==> src/rtl/shim_ads816x_adc_timing_calc_gen.sv <==
// Runtime-selectable ADS8168/7/6 minimum n_cs high-time calculator. It uses a fixed-latency
// serial shift-add multiplier, validates the configuration and reports errors.
module shim_ads816x_adc_timing_calc_gen #(
    parameter int unsigned FREQ_WIDTH         = 32,
    parameter int unsigned OUT_WIDTH          = 8,
    parameter int unsigned CMD_BITS           = 16,
    parameter int unsigned MIN_CS_HIGH_CYCLES = 3,
    parameter int unsigned MAX_SPI_CLK_HZ     = 50_000_000
) (
    input  logic                  clk_i,
    input  logic                  reset_i,
    input  logic [FREQ_WIDTH-1:0] spi_clk_freq_hz_i,
    input  logic [1:0]            model_sel_i,
    input  logic                  calc_i,
    output logic                  ready_o,
    output logic [OUT_WIDTH-1:0]  n_cs_high_time_o,
    output logic                  done_o,
    output logic                  saturated_o,
    output logic                  lock_viol_o,
    output logic                  cfg_err_o
);
    localparam int unsigned AW = FREQ_WIDTH + 16;
    localparam int unsigned CW = AW - 29;

    typedef enum logic [2:0] {StIdle, StMulConv, StMulCyc, StResult, StDone, StErr} state_e;

    state_e                state_q, state_d;
    logic [FREQ_WIDTH-1:0] freq_q, freq_d;
    logic [1:0]            model_q, model_d;
    logic [3:0]            cnt_q, cnt_d;
    logic [AW-1:0]         acc_q, acc_d, mcand_q, mcand_d;
    logic [12:0]           mplier_q, mplier_d;
    logic [CW-1:0]         conv_q, conv_d, cyc_q, cyc_d;
    logic [OUT_WIDTH-1:0]  out_q, out_d;
    logic                  sat_q, sat_d, lock_q, lock_d, cfg_q, cfg_d;

    logic          cfg_bad, lock_bad, active;
    logic [12:0]   t_conv, t_cyc;
    logic [CW-1:0] ceil_val, res;

    assign cfg_bad  = (model_sel_i == 2'd3) || (spi_clk_freq_hz_i == '0) ||
                      (64'(spi_clk_freq_hz_i) > 64'(MAX_SPI_CLK_HZ));
    assign lock_bad = (spi_clk_freq_hz_i != freq_q) || (model_sel_i != model_q);
    assign active   = calc_i && !lock_bad;
    // ceil(acc / 2^30), with one spare bit so the rounding add cannot overflow
    assign ceil_val = CW'(({1'b0, acc_q} + (AW + 1)'(30'h3FFF_FFFF)) >> 30);
    assign res      = (conv_q > cyc_q) ? conv_q : cyc_q;

    // Conversion and cycle times in units of 2^-30 s
    always_comb begin
        unique case (model_q)
            2'd0:    begin t_conv = 13'd709;  t_cyc = 13'd1074; end
            2'd1:    begin t_conv = 13'd1289; t_cyc = 13'd2148; end
            2'd2:    begin t_conv = 13'd2685; t_cyc = 13'd4295; end
            default: begin t_conv = 13'd0;    t_cyc = 13'd0;    end
        endcase
    end

    always_ff @(posedge clk_i or posedge reset_i) begin
        if (reset_i) begin
            state_q <= StIdle;
        end else begin
            state_q <= state_d;
        end
    end

    always_comb begin
        state_d = state_q;
        unique case (state_q)
            StIdle: if (calc_i) state_d = cfg_bad ? StErr : StMulConv;
            StMulConv, StMulCyc, StResult, StDone: begin
                if (lock_bad) begin
                    state_d = StErr;
                end else if (!calc_i) begin
                    state_d = StIdle;
                end else if (state_q == StMulConv && cnt_q == 4'd14) begin
                    state_d = StMulCyc;
                end else if (state_q == StMulCyc && cnt_q == 4'd13) begin
                    state_d = StResult;
                end else if (state_q == StResult) begin
                    state_d = StDone;
                end
            end
            StErr:   if (!calc_i) state_d = StIdle;
            default: state_d = StIdle;
        endcase
    end

    always_comb begin
        ready_o          = (state_q == StIdle);
        done_o           = (state_q == StDone);
        saturated_o      = (state_q == StDone) && sat_q;
        lock_viol_o      = (state_q == StErr) && lock_q;
        cfg_err_o        = (state_q == StErr) && cfg_q;
        n_cs_high_time_o = out_q;
    end

    always_comb begin
        freq_d   = freq_q;
        model_d  = model_q;
        cnt_d    = cnt_q;
        acc_d    = acc_q;
        mcand_d  = mcand_q;
        mplier_d = mplier_q;
        conv_d   = conv_q;
        cyc_d    = cyc_q;
        out_d    = out_q;
        sat_d    = sat_q;
        lock_d   = lock_q;
        cfg_d    = cfg_q;
        if (state_q inside {StMulConv, StMulCyc, StResult, StDone} && lock_bad) begin
            lock_d = 1'b1;
            cfg_d  = 1'b0;
        end
        unique case (state_q)
            StIdle: begin
                cnt_d = 4'd0;
                if (calc_i) begin
                    freq_d  = spi_clk_freq_hz_i;
                    model_d = model_sel_i;
                    cfg_d   = cfg_bad;
                    lock_d  = 1'b0;
                end
            end
            StMulConv: if (active) begin
                cnt_d = cnt_q + 4'd1;
                if (cnt_q == 4'd0) begin
                    acc_d    = '0;
                    mcand_d  = AW'(freq_q);
                    mplier_d = t_conv;
                end else if (cnt_q == 4'd14) begin
                    conv_d   = (ceil_val < CW'(MIN_CS_HIGH_CYCLES)) ?
                               CW'(MIN_CS_HIGH_CYCLES) : ceil_val;
                    acc_d    = '0;
                    mcand_d  = AW'(freq_q);
                    mplier_d = t_cyc;
                    cnt_d    = 4'd0;
                end else begin
                    acc_d    = mplier_q[0] ? acc_q + mcand_q : acc_q;
                    mcand_d  = mcand_q << 1;
                    mplier_d = mplier_q >> 1;
                end
            end
            StMulCyc: if (active) begin
                cnt_d = cnt_q + 4'd1;
                if (cnt_q == 4'd13) begin
                    cyc_d = (ceil_val > CW'(CMD_BITS)) ? ceil_val - CW'(CMD_BITS) : '0;
                end else begin
                    acc_d    = mplier_q[0] ? acc_q + mcand_q : acc_q;
                    mcand_d  = mcand_q << 1;
                    mplier_d = mplier_q >> 1;
                end
            end
            StResult: if (active) begin
                if (32'(res) > (32'd1 << OUT_WIDTH)) begin
                    out_d = '1;
                    sat_d = 1'b1;
                end else begin
                    out_d = OUT_WIDTH'(res - CW'(1));
                    sat_d = 1'b0;
                end
            end
            StErr: if (!calc_i) begin
                lock_d = 1'b0;
                cfg_d  = 1'b0;
            end
            default: ;
        endcase
    end

    always_ff @(posedge clk_i or posedge reset_i) begin
        if (reset_i) begin
            freq_q   <= '0;
            model_q  <= '0;
            cnt_q    <= '0;
            acc_q    <= '0;
            mcand_q  <= '0;
            mplier_q <= '0;
            conv_q   <= '0;
            cyc_q    <= '0;
            out_q    <= '0;
            sat_q    <= 1'b0;
            lock_q   <= 1'b0;
            cfg_q    <= 1'b0;
        end else begin
            freq_q   <= freq_d;
            model_q  <= model_d;
            cnt_q    <= cnt_d;
            acc_q    <= acc_d;
            mcand_q  <= mcand_d;
            mplier_q <= mplier_d;
            conv_q   <= conv_d;
            cyc_q    <= cyc_d;
            out_q    <= out_d;
            sat_q    <= sat_d;
            lock_q   <= lock_d;
            cfg_q    <= cfg_d;
        end
    end

endmodule

==> config.mk <==
export PLATFORM = sky130hd
export DESIGN_NAME = shim_ads816x_adc_timing_calc_gen
export DESIGN_NICKNAME = d
export VERILOG_FILES = /design/src/rtl/shim_ads816x_adc_timing_calc_gen.sv
export SDC_FILE = /design/constraint.sdc
export NUM_CORES = 1
export LEC_CHECK = 0
export BUFFER_PORTS_ARGS = -buffer_cell sky130_fd_sc_hd__buf_4
export CAP_MARGIN = 40
export CORE_MARGIN = 2
export CORE_UTILIZATION = 60
export CTS_CLUSTER_SIZE = 40
export DETAILED_ROUTE_END_ITERATION = 7
export GPL_TIMING_DRIVEN = 0
export HOLD_SLACK_MARGIN = 0.02
export PLACE_DENSITY = 0.85
export RECOVER_POWER = 25
export SLEW_MARGIN = 20
export SYNTH_ARGS = -nofsm -noshare
export SYNTH_HDL_FRONTEND = slang
export SYNTH_SLANG_ARGS = --single-unit
==> constraint.sdc <==
create_clock -name clk_i -period 8.5 [get_ports clk_i]
set_clock_uncertainty 0.1 [all_clocks]
set_input_delay 1.275 -clock clk_i [delete_from_list [all_inputs] [get_ports clk_i]]
set_output_delay 1.275 -clock clk_i [all_outputs]
set_load 0.1 [all_outputs]
==> impl_metrics.toml, run 1 <==
[hold_path]
hold_class = "reg -> reg"
holdPathEnd = "mplier_q[12]"
min_path_cells = 2
min_from = "mplier_q[12]"

[timing]
hold_viol = 0
finalSetupViolCount = 0
max_slew_margin_pct = -200
tightestPinTransition_ns = 4.48
final_max_slew_viol_count = 101
period_minus_slack_ns = 4.51
max_freq_mhz = 222
rsz0062_at_grt = "no"
fin_hold_ws_ns = 0.383
min_period_over_period_pct = 53.1
setup_tns_ns = 0

[floorplanning]
io_pins = 50
fp-row-count = 53
fp.dieH_um = 149
start_util_pct = 60.7
die-area_um2 = 22300
core-area_um2 = 20800
dieWidth_um = 149

[pwr]
power.density_nw_per_um2 = 192
p_leak_nw = 6.49
total_power_mw = 2.68
power.switching_mw = 0.981
power_frac_seq_pct = 43.3
intPower_mw = 1.70
clockPowerShare_pct = 30.2
peakVddDrop_v = 0.000188
p_sw_share_pct = 36.7
comb_power_share_pct = 26.6

[outcome]
violations = "max-capacitance violations, max-slew violations"
outcome = "complete, but fails checks"

[final_layout]
num_antenna_cells = 0
drive_above_1_share_pct = 9.72
fin_cells = 1808
nets = 1638
area_delta_synth_final_pct = 10.4
final_area_um2 = 14000

[placement]
place.gp.congestion = 0.932
dp.cells = 1776
io_buffers = 49
dpl_cell_area_um2 = 13400
dp_hpwl_mm = 24.6

[grt]
grt_pass1_wl_mm = 54.3
antenna_found_initial = 0
grt_use_total_pct = 30.5
grt_overflow_total = 0
grt_pass1_vias = 10900
grt_max_degree = 102

[cts]
clk_latency_ns = 0.45
cts_setup_buffers = 0
numCtsBuffers = 17
cts_hold_buf = 0
clock_sinks = 199
cts-htree-levels = 4
clockBufferDepth = 2
ctsResizeCount = 0
cts-root-buf = "clkbuf_16"
clk_pin_slew_ns = 0.08
cts_tree = "built"

[detailed_routing]
via_count = 11300
route.final.wire_length_mm = 32.8
post_drt_wl_per_cell_um = 18.2
route.detailed.drc = 0
ant_nets = 0
drtIter0Drc = 963
vias_per_cell = 6.26
first_pass_iters = 5

[synthesis]
synth.avg_cell_area_um2 = 8.72
synth-compound-area-share_pct = 18.1
async_reset_ff_share_pct = 100
muxShareOfSynthArea_pct = 3.65
yosys.area_share.simple_pct = 19.2
yosysSeqAreaShare_pct = 39.4
synth-edff-count = 0
synth_top_family_by_area = "simple AND/OR/NAND/NOR gates"
syn_nets = 1568
synth_cells = 1450
synth_xor_area_share_pct = 8.17
ys_dominant_reg_cell = "dfrtp_1"
synth.distinct_cells = 73
syn_area_um2 = 12600
ys_seq_elements = 199
yosysWarningCount = 0
synth_fa_ha_area_share_pct = 8.15

[worst_setup_path]
worst_r2r_path_depth = 19
rr_startpoint = "cyc_q[12]"
worst-setup-path-type = "reg -> reg"
r2r-end = "n_cs_high_time_o[0]"
end_kind = "register"
r2r_slack_ns = 3.99
critical_path_required_ns = 8.74
critPathLaunchType = "register"
crit_fanout = 10
crit_arrival_ns = 4.75

[run]
drv_cap = 1
## cell families after synthesis
group	Yosys count
simple gates	533
compound gates	367
flops	199
xor+xnor	118
fa+ha+maj	82
buf+inv	109
mux	42
## per-layer routing
| layer | vias to the layer above | GRT usage (%) | share of wire, % |
|---|---|---|---|
| met5 | - | 0 | 0 |
| met4 | 0 | 11.5 | 3.0 |
| met3 | 80 | 4.92 | 6.3 |
| met2 | 443 | 51.5 | 49 |
| met1 | 5499 | 39.7 | 42 |
| li1 | 5289 | - | - |
## how the worst max path moves through the flow
stage	startpoint	end	slack, ns	cells after the start
CTS	cyc_q[12]	n_cs_high_time_o[2]	4.07	19
floorplan	reset_i	acc_q[0]	1.70	1
global placement	reset_i	cnt_q[3]	-0.54	2
global route	reset_i	freq_q[12]	3.40	2
detailed placement	spi_clk_freq_hz_i[9]	mcand_q[1]	4.02	11
finish	cyc_q[12]	n_cs_high_time_o[0]	3.99	19
## cells in the final DEF, fill, tap and decap left out, types with 11 or more instances in the layout
| cell | Yosys | final |
|---|---|---|
| nand2_1 | 240 | 240 |
| dfrtp_1 | 199 | 199 |
| nor2_1 | 112 | 112 |
| o21ai_0 | 110 | 110 |
| a21oi_1 | 88 | 88 |
| ha_1 | 80 | 80 |
| xor2_1 | 73 | 73 |
| clkbuf_1 | 54 | 55 |
| buf_4 | 0 | 49 |
| xnor2_1 | 45 | 45 |
| inv_1 | 46 | 45 |
| nand3_1 | 43 | 43 |
| a31oi_1 | 39 | 39 |
| mux2_2 | 33 | 33 |
| nor4_1 | 28 | 28 |
| a21o_1 | 28 | 28 |
| nor3_1 | 22 | 22 |
| nand4_1 | 20 | 20 |
| clkbuf_16 | 0 | 17 |
| nor2b_1 | 11 | 11 |
## critical path: stages (launching register included)
cell and delay, ns:
dfrtp_1 0.40, inv_1 0.06, ha_1 0.29, a21o_1 0.16, a21o_1 0.17, a21o_1 0.17
a21oi_1 0.12, o21ai_0 0.09, a21oi_1 0.27, a21o_1 0.12, clkbuf_1 0.29, clkbuf_1 0.37
mux2i_1 0.31, ha_1 0.25, nand3_1 0.11, nand2_1 0.09, nand4_1 0.09, mux2i_1 0.33
nand3_1 0.35, o22a_1 0.27
## sequential cells by signal (all words and copies together), names as in the netlist
| register | count |
|---|---|
| cyc_q | 19 |
| conv_q | 19 |
| state_q | 3 |
| mplier_q | 13 |
| n_cs_high_time_o | 8 |
| sat_q | 1 |
| acc_q | 48 |
| lock_q | 1 |
| model_q | 2 |
| mcand_q | 48 |
| freq_q | 32 |
| cfg_q | 1 |
| cnt_q | 4 |
## power groups by stage
| stage | Combinational (mW) | Sequential, mW | Clock [mW] |
|---|---|---|---|
| global placement | 0.675 | 1.17 | 0 |
| finish | 0.711 | 1.16 | 0.807 |
| CTS | 0.704 | 1.15 | 0.812 |
| global route | 0.772 | 1.17 | 0.857 |
| floorplan | 0.516 | 1.13 | 0 |
| detailed placement | 0.696 | 1.17 | 0 |
## layout make-up
type                            instances  area, um^2
Buffer                                 63         255
Clock buffer                           19         443
Clock inverter                         13         130
Fill cell                            1667        6850
Inverter                               46         174
Multi-Input combinational cell       1142        7240
Sequential cell                       199        4980
Tap cell                              275         344
Timing Repair Buffer                   51         403
## cells in the mapped netlist, types with 5 or more instances
master,count,area share (%)
o21bai_1,6,0.36
nor2_1,112,3.3
inv_1,46,1.4
buf_1,6,0.18
a31oi_1,39,1.9
nor4_1,28,1.4
mux2_2,33,2.9
xor2_1,73,5.1
o211ai_1,9,0.53
a21o_1,28,1.7
a22oi_1,6,0.36
and2_1,7,0.35
xnor2_1,45,3.1
nand2b_1,10,0.49
nor3_1,22,0.87
nand2_1,240,7.1
nand4_1,20,0.99
o21ai_0,110,4.4
a211oi_1,9,0.53
clkbuf_1,54,1.6
or2_2,7,0.35
and3_1,10,0.49
o22a_1,9,0.62
and4_1,5,0.35
mux2i_1,9,0.71
nand3_1,43,1.7
dfrtp_1,199,39
ha_1,80,7.9
o21ai_2,10,0.69
a22o_1,8,0.55
o21a_1,5,0.30
a21oi_1,88,3.5
nor2b_1,11,0.54
## metrics by stage
stage / utilization, % / setup slack [ns]
6_report: 67.1 / 3.99
5_1_grt: 67.1 / 3.40
4_1_cts: 67.1 / 4.07
3_5_place_dp: 64.4 / 4.02
3_3_place_gp: 64.2 / -0.543
2_1_floorplan: - / 1.70
(Power assumes the default switching activity.)
==> run 2: changes to the inputs <==
==> constraint.sdc (replaced) <==
create_clock -name clk_i -period 4.25 [get_ports clk_i]
set_clock_uncertainty 0.1 [all_clocks]
set_input_delay 0.6375 -clock clk_i [delete_from_list [all_inputs] [get_ports clk_i]]
set_output_delay 0.6375 -clock clk_i [all_outputs]
set_load 0.1 [all_outputs]
==> impl_metrics.toml, run 2 (synthesized netlist as in run 1, its figures left out) <==
[cts]
cts_setup_buffers = 0
cts_hold_buf = 0
clockBufferDepth = 2
cts-root-buf = "clkbuf_16"
clk_pin_slew_ns = 0.08
cts-htree-levels = 4
numCtsBuffers = 17
clock_sinks = 199
cts_tree = "built"
clk_latency_ns = 0.45

[detailed_routing]
via_count = 11400
ant_nets = 0
route.final.wire_length_mm = 33.7
post_drt_wl_per_cell_um = 18.6
route.detailed.drc = 0
drtIter0Drc = 963
vias_per_cell = 6.26
first_pass_iters = 6

[worst_setup_path]
slowest_stage = "dfrtp_1"
end_kind = "register"
crit_top_cell = "a21o_1"
endpoint = "n_cs_high_time_o[6]"
crit_path_start = "cyc_q[12]"
crit_fanout = 10
path_cells = "inv_1, ha_1, a21o_1, a21o_1, a21o_1, a21oi_1, o21ai_0, a21oi_2, a21o_2, clkbuf_2, mux2i_1, ha_1, nand3_1, nand2_1, nand4_1, mux2i_2, nand3_2, o22a_1"
crit_arrival_ns = 4.22
r2r-end = "n_cs_high_time_o[6]"
critPathMaxStageDelay_ns = 0.40
worst-setup-path-type = "reg -> reg"
worst_r2r_path_depth = 18
critical_path_required_ns = 4.49
rr_startpoint = "cyc_q[12]"
r2r_slack_ns = 0.27
critPathLaunchType = "register"

[outcome]
outcome = "complete, but fails checks"
violations = "max-capacitance violations, max-slew violations"

[timing]
period_minus_slack_ns = 3.98
tightestPinTransition_ns = 1.82
final_max_slew_viol_count = 95
max_slew_margin_pct = -21.6
min_period_over_period_pct = 93.7
max_freq_mhz = 251
rsz0062_at_grt = "no"
finalSetupViolCount = 0
hold_viol = 0

[floorplanning]
fp-row-count = 53
fp.dieH_um = 149
io_pins = 50
core-area_um2 = 20800
dieWidth_um = 149
die-area_um2 = 22300
start_util_pct = 60.7

[pwr]
p_leak_nw = 6.54
peakVddDrop_v = 0.000330
power.density_nw_per_um2 = 384
total_power_mw = 5.41

[final_layout]
nets = 1644
nFillCells = 1658
largestRegisters = "acc_q: 48 flops, mcand_q: 48 flops, freq_q: 32 flops"
final_area_um2 = 14100
layout_commonest_cell = "nand2_1"
final_cell_mix = "240 x nand2_1, 199 x dfrtp_1, 112 x nor2_1"
regArea_um2 = 4980
multi_input_comb_area_um2 = 7260
drive_above_1_share_pct = 10.4
area_delta_synth_final_pct = 11.3
fin_cells = 1814
num_antenna_cells = 0

[grt]
grt_pass1_vias = 11100
grt_max_degree = 35
grt_pass1_wl_mm = 54.9
antenna_found_initial = 0
grt_overflow_total = 0
grt_use_total_pct = 31.0

[placement]
io_buffers = 49
dp.cells = 1781
dpl_cell_area_um2 = 13500
dp_hpwl_mm = 25.0
place.gp.congestion = 0.926

[run]
drv_cap = 3

[hold_path]
hold_class = "in -> reg"
==> run 2: worst min path at each step <==
stage               slack, ns  cells past startpoint           end      startpoint
finish                   0.33                      3    model_q[1]  model_sel_i[1]
global route             0.34                      3    model_q[1]  model_sel_i[1]
CTS                      0.13                      3     acc_q[13]         reset_i
detailed placement       0.37                      2  mplier_q[12]    mplier_q[12]
global placement         0.36                      2  mplier_q[12]    mplier_q[12]
floorplan                0.34                      2  mplier_q[12]    mplier_q[12]
==> run 2: critical path, delay by kind of cell (launching register included) <==
kind                       cells  cell delay, ns
AOI/OAI and AO/OA              8            1.40
muxes                          2            0.57
and+or+nand+nor                4            0.56
adders and majority gates      2            0.55
DFF                            1            0.40
buffers and inverters          2            0.30
==> run 2: per-layer routing <==
metal | part of all wire [%] | track usage [%] | up-vias
met5 | 0 | 0 | -
met1 | 42 | 40.2 | 5495
met2 | 48 | 50.8 | 452
met4 | 4.1 | 15.0 | 0
li1 | - | - | 5293
met3 | 6.0 | 4.83 | 118
==> run 2: stage by stage <==
stage	setup slack (ns)	util (%)	setup TNS [ns]	hold slack, ns
global route	0.0340	67.6	0	0.340
detailed placement	-0.184	64.9	-1.37	0.368
floorplan	0.650	-	0	0.345
finish	0.268	67.6	0	0.328
CTS	0.0181	67.8	0	0.127
global placement	-0.299	64.2	-56.45	0.361
==> run 2: timing repair <==
item                                    4_1_cts  5_1_grt
pin swaps                                     0        0
resized for setup                             2        3
endpoints found under the setup margin        8        9
==> run 2: cell type report <==
type / count / share of cell area, %
Clock buffer: 18 / 3.12
Tap cell: 275 / 2.44
Timing Repair Buffer: 58 / 3.40
Sequential cell: 199 / 35.4
Multi-Input combinational cell: 1142 / 51.5
Clock inverter: 14 / 1.10
Inverter: 46 / 1.24
Buffer: 62 / 1.79
==> run 2: report_power, final <==
part	leakage, nW	switching, mW	internal (mW)
Clock	0.295	0.804	0.853
Sequential	2.70	0.230	2.09
Combinational	3.55	0.924	0.514
==> run 3: changes to the inputs <==
--- a/config.mk
+++ b/config.mk
@@ -15,6 +15,7 @@
 export HOLD_SLACK_MARGIN = 0.02
 export PLACE_DENSITY = 0.85
 export RECOVER_POWER = 25
+export SETUP_SLACK_MARGIN = 0.3
 export SLEW_MARGIN = 20
 export SYNTH_ARGS = -nofsm -noshare
 export SYNTH_HDL_FRONTEND = slang
==> impl_metrics.toml, run 3 (synthesized netlist as in run 1, its figures left out) <==
[detailed_routing]
post_drt_wl_per_cell_um = 18.6
route.detailed.drc = 0
vias_per_cell = 6.27
first_pass_iters = 5
via_count = 11400
route.final.wire_length_mm = 33.9
drtIter0Drc = 1015
ant_nets = 0

[worst_setup_path]
crit_top_cell = "a21o_1"
crit_fanout = 10
worst-setup-path-type = "reg -> reg"
critical_path_required_ns = 4.49
end_kind = "register"
slowest_stage = "dfrtp_1"
critPathMaxStageDelay_ns = 0.40
critPathLaunchType = "register"
path_cells = "inv_1, ha_1, a21o_1, a21o_1, a21o_1, a21oi_1, o21ai_0, a21oi_2, a21o_1, buf_6, clkbuf_8, mux2i_4, ha_2, nand3_1, nand2_1, nand4_1, mux2i_4, nand3_4, o22a_1"
crit_arrival_ns = 3.99

[grt]
antenna_found_initial = 0
grt_use_total_pct = 31.0
grt_overflow_total = 0
grt_pass1_vias = 11100
grt_max_degree = 35
grt_pass1_wl_mm = 55.1

[final_layout]
drive_above_1_share_pct = 10.8
num_antenna_cells = 0
nFillCells = 1645
area_delta_synth_final_pct = 11.9
layout_commonest_cell = "nand2_1"
largestRegisters = "acc_q: 48 flops, mcand_q: 48 flops, freq_q: 32 flops"
final_cell_mix = "240 x nand2_1, 198 x dfrtp_1, 112 x nor2_1"
nets = 1648

[placement]
place.gp.congestion = 0.926
io_buffers = 49
dp_slack_ns = -0.184
dp_hpwl_mm = 25.0

[cts]
cts-root-buf = "clkbuf_16"
clock_sinks = 199
numCtsBuffers = 17
cts-htree-levels = 4
clk_latency_ns = 0.45
clk_pin_slew_ns = 0.08
cts_tree = "built"
clockBufferDepth = 2

[timing]
tightestPinTransition_ns = 1.83
min_period_over_period_pct = 88.2
hold_viol = 0
final_max_slew_viol_count = 95
fin_hold_ws_ns = 0.325
max_slew_margin_pct = -22.3
setup_ws_ns = 0.503
rsz0062_at_grt = "no"
period_minus_slack_ns = 3.75
max_freq_mhz = 267
finalSetupViolCount = 0

[floorplanning]
fp-row-count = 53
dieWidth_um = 149
core-area_um2 = 20800
start_util_pct = 60.7
io_pins = 50
die-area_um2 = 22300
fp.dieH_um = 149

[pwr]
power.density_nw_per_um2 = 383
p_leak_nw = 6.57
total_power_mw = 5.42
peakVddDrop_v = 0.000330

[outcome]
outcome = "complete, but fails checks"
violations = "max-capacitance violations, max-slew violations"

[hold_path]
hold_class = "in -> reg"

[run]
drv_cap = 3
[run 3: cell count changes in the layout (fill, tap and decap cells not counted), sizes merged]
cell / before / now
buf: 63 / 67
[run 3: final cells by class]
cell class	count	area [um^2]	share of cell area, %
Sequential cell	199	4980	35.2
Timing Repair Buffer	61	502	3.54
Clock buffer	18	439	3.10
Clock inverter	14	155	1.10
Tap cell	275	344	2.43
Multi-Input combinational cell	1142	7290	51.5
Buffer	63	273	1.93
Inverter	46	174	1.23
[run 3: worst paths after layout]
| kind | slack [ns] | cells past startpoint | to | from |
|---|---|---|---|---|
| worst max register to register | 0.50 | 19 | n_cs_high_time_o[6] | cyc_q[12] |
| worst min-delay path | 0.32 | 3 | model_q[1] | model_sel_i[1] |
| worst min register to register | 0.39 | 2 | mplier_q[12] | mplier_q[12] |
| min in group asynchronous | 0.68 | 3 | mcand_q[39] | reset_i |
| max in group asynchronous | 0.90 | 6 | cfg_q | reset_i |
| worst max-delay path | 0.50 | 19 | n_cs_high_time_o[6] | cyc_q[12] |
[run 3: worst max-delay path: cells and delay by family (launching register included)]
| family | cells | cell delay [ns] |
|---|---|---|
| adder cells (fa/ha/maj) | 2 | 0.52 |
| AND/OR/NAND/NOR | 4 | 0.52 |
| AO/OA/AOI/OAI | 8 | 1.25 |
| multiplexers | 2 | 0.50 |
| buffers and inverters | 3 | 0.36 |
| flip-flops | 1 | 0.40 |
[run 3: stage by stage]
step / std cells / utilization (%) / setup TNS (ns) / cell area (um^2)
global placement: 1774 / 64.2 / -56.45 / 13400
global route: 1818 / 68.0 / 0 / 14200
detailed placement: 1781 / 64.9 / -1.37 / 13500
CTS: 1813 / 67.9 / 0 / 14100
floorplan: 1450 / - / 0 / 12700
finish: 1818 / 68.0 / 0 / 14200
[run 3: routing by layer]
metal	GRT usage (%)	vias to the layer above	wire length [um]	share of wire (%)
li1	-	5295	-	-
met1	40.1	5524	14300	42
met2	51.2	468	16200	48
met3	4.89	110	2050	6.0
met4	15.0	0	1340	4.0
met5	0	-	0	0
[run 3: where the power goes]
| group | switching, mW | internal [mW] | total, mW |
|---|---|---|---|
| combinational | 0.923 | 0.514 | 1.44 |
| clock | 0.812 | 0.853 | 1.67 |
| sequential | 0.228 | 2.09 | 2.31 |
[run 3: what timing repair did]
action,in CTS,in global routing
pin swaps,1,0
endpoints found under the setup margin,9,8
gates resized for setup,9,8
hold buffers,0,0
setup buffers,0,3
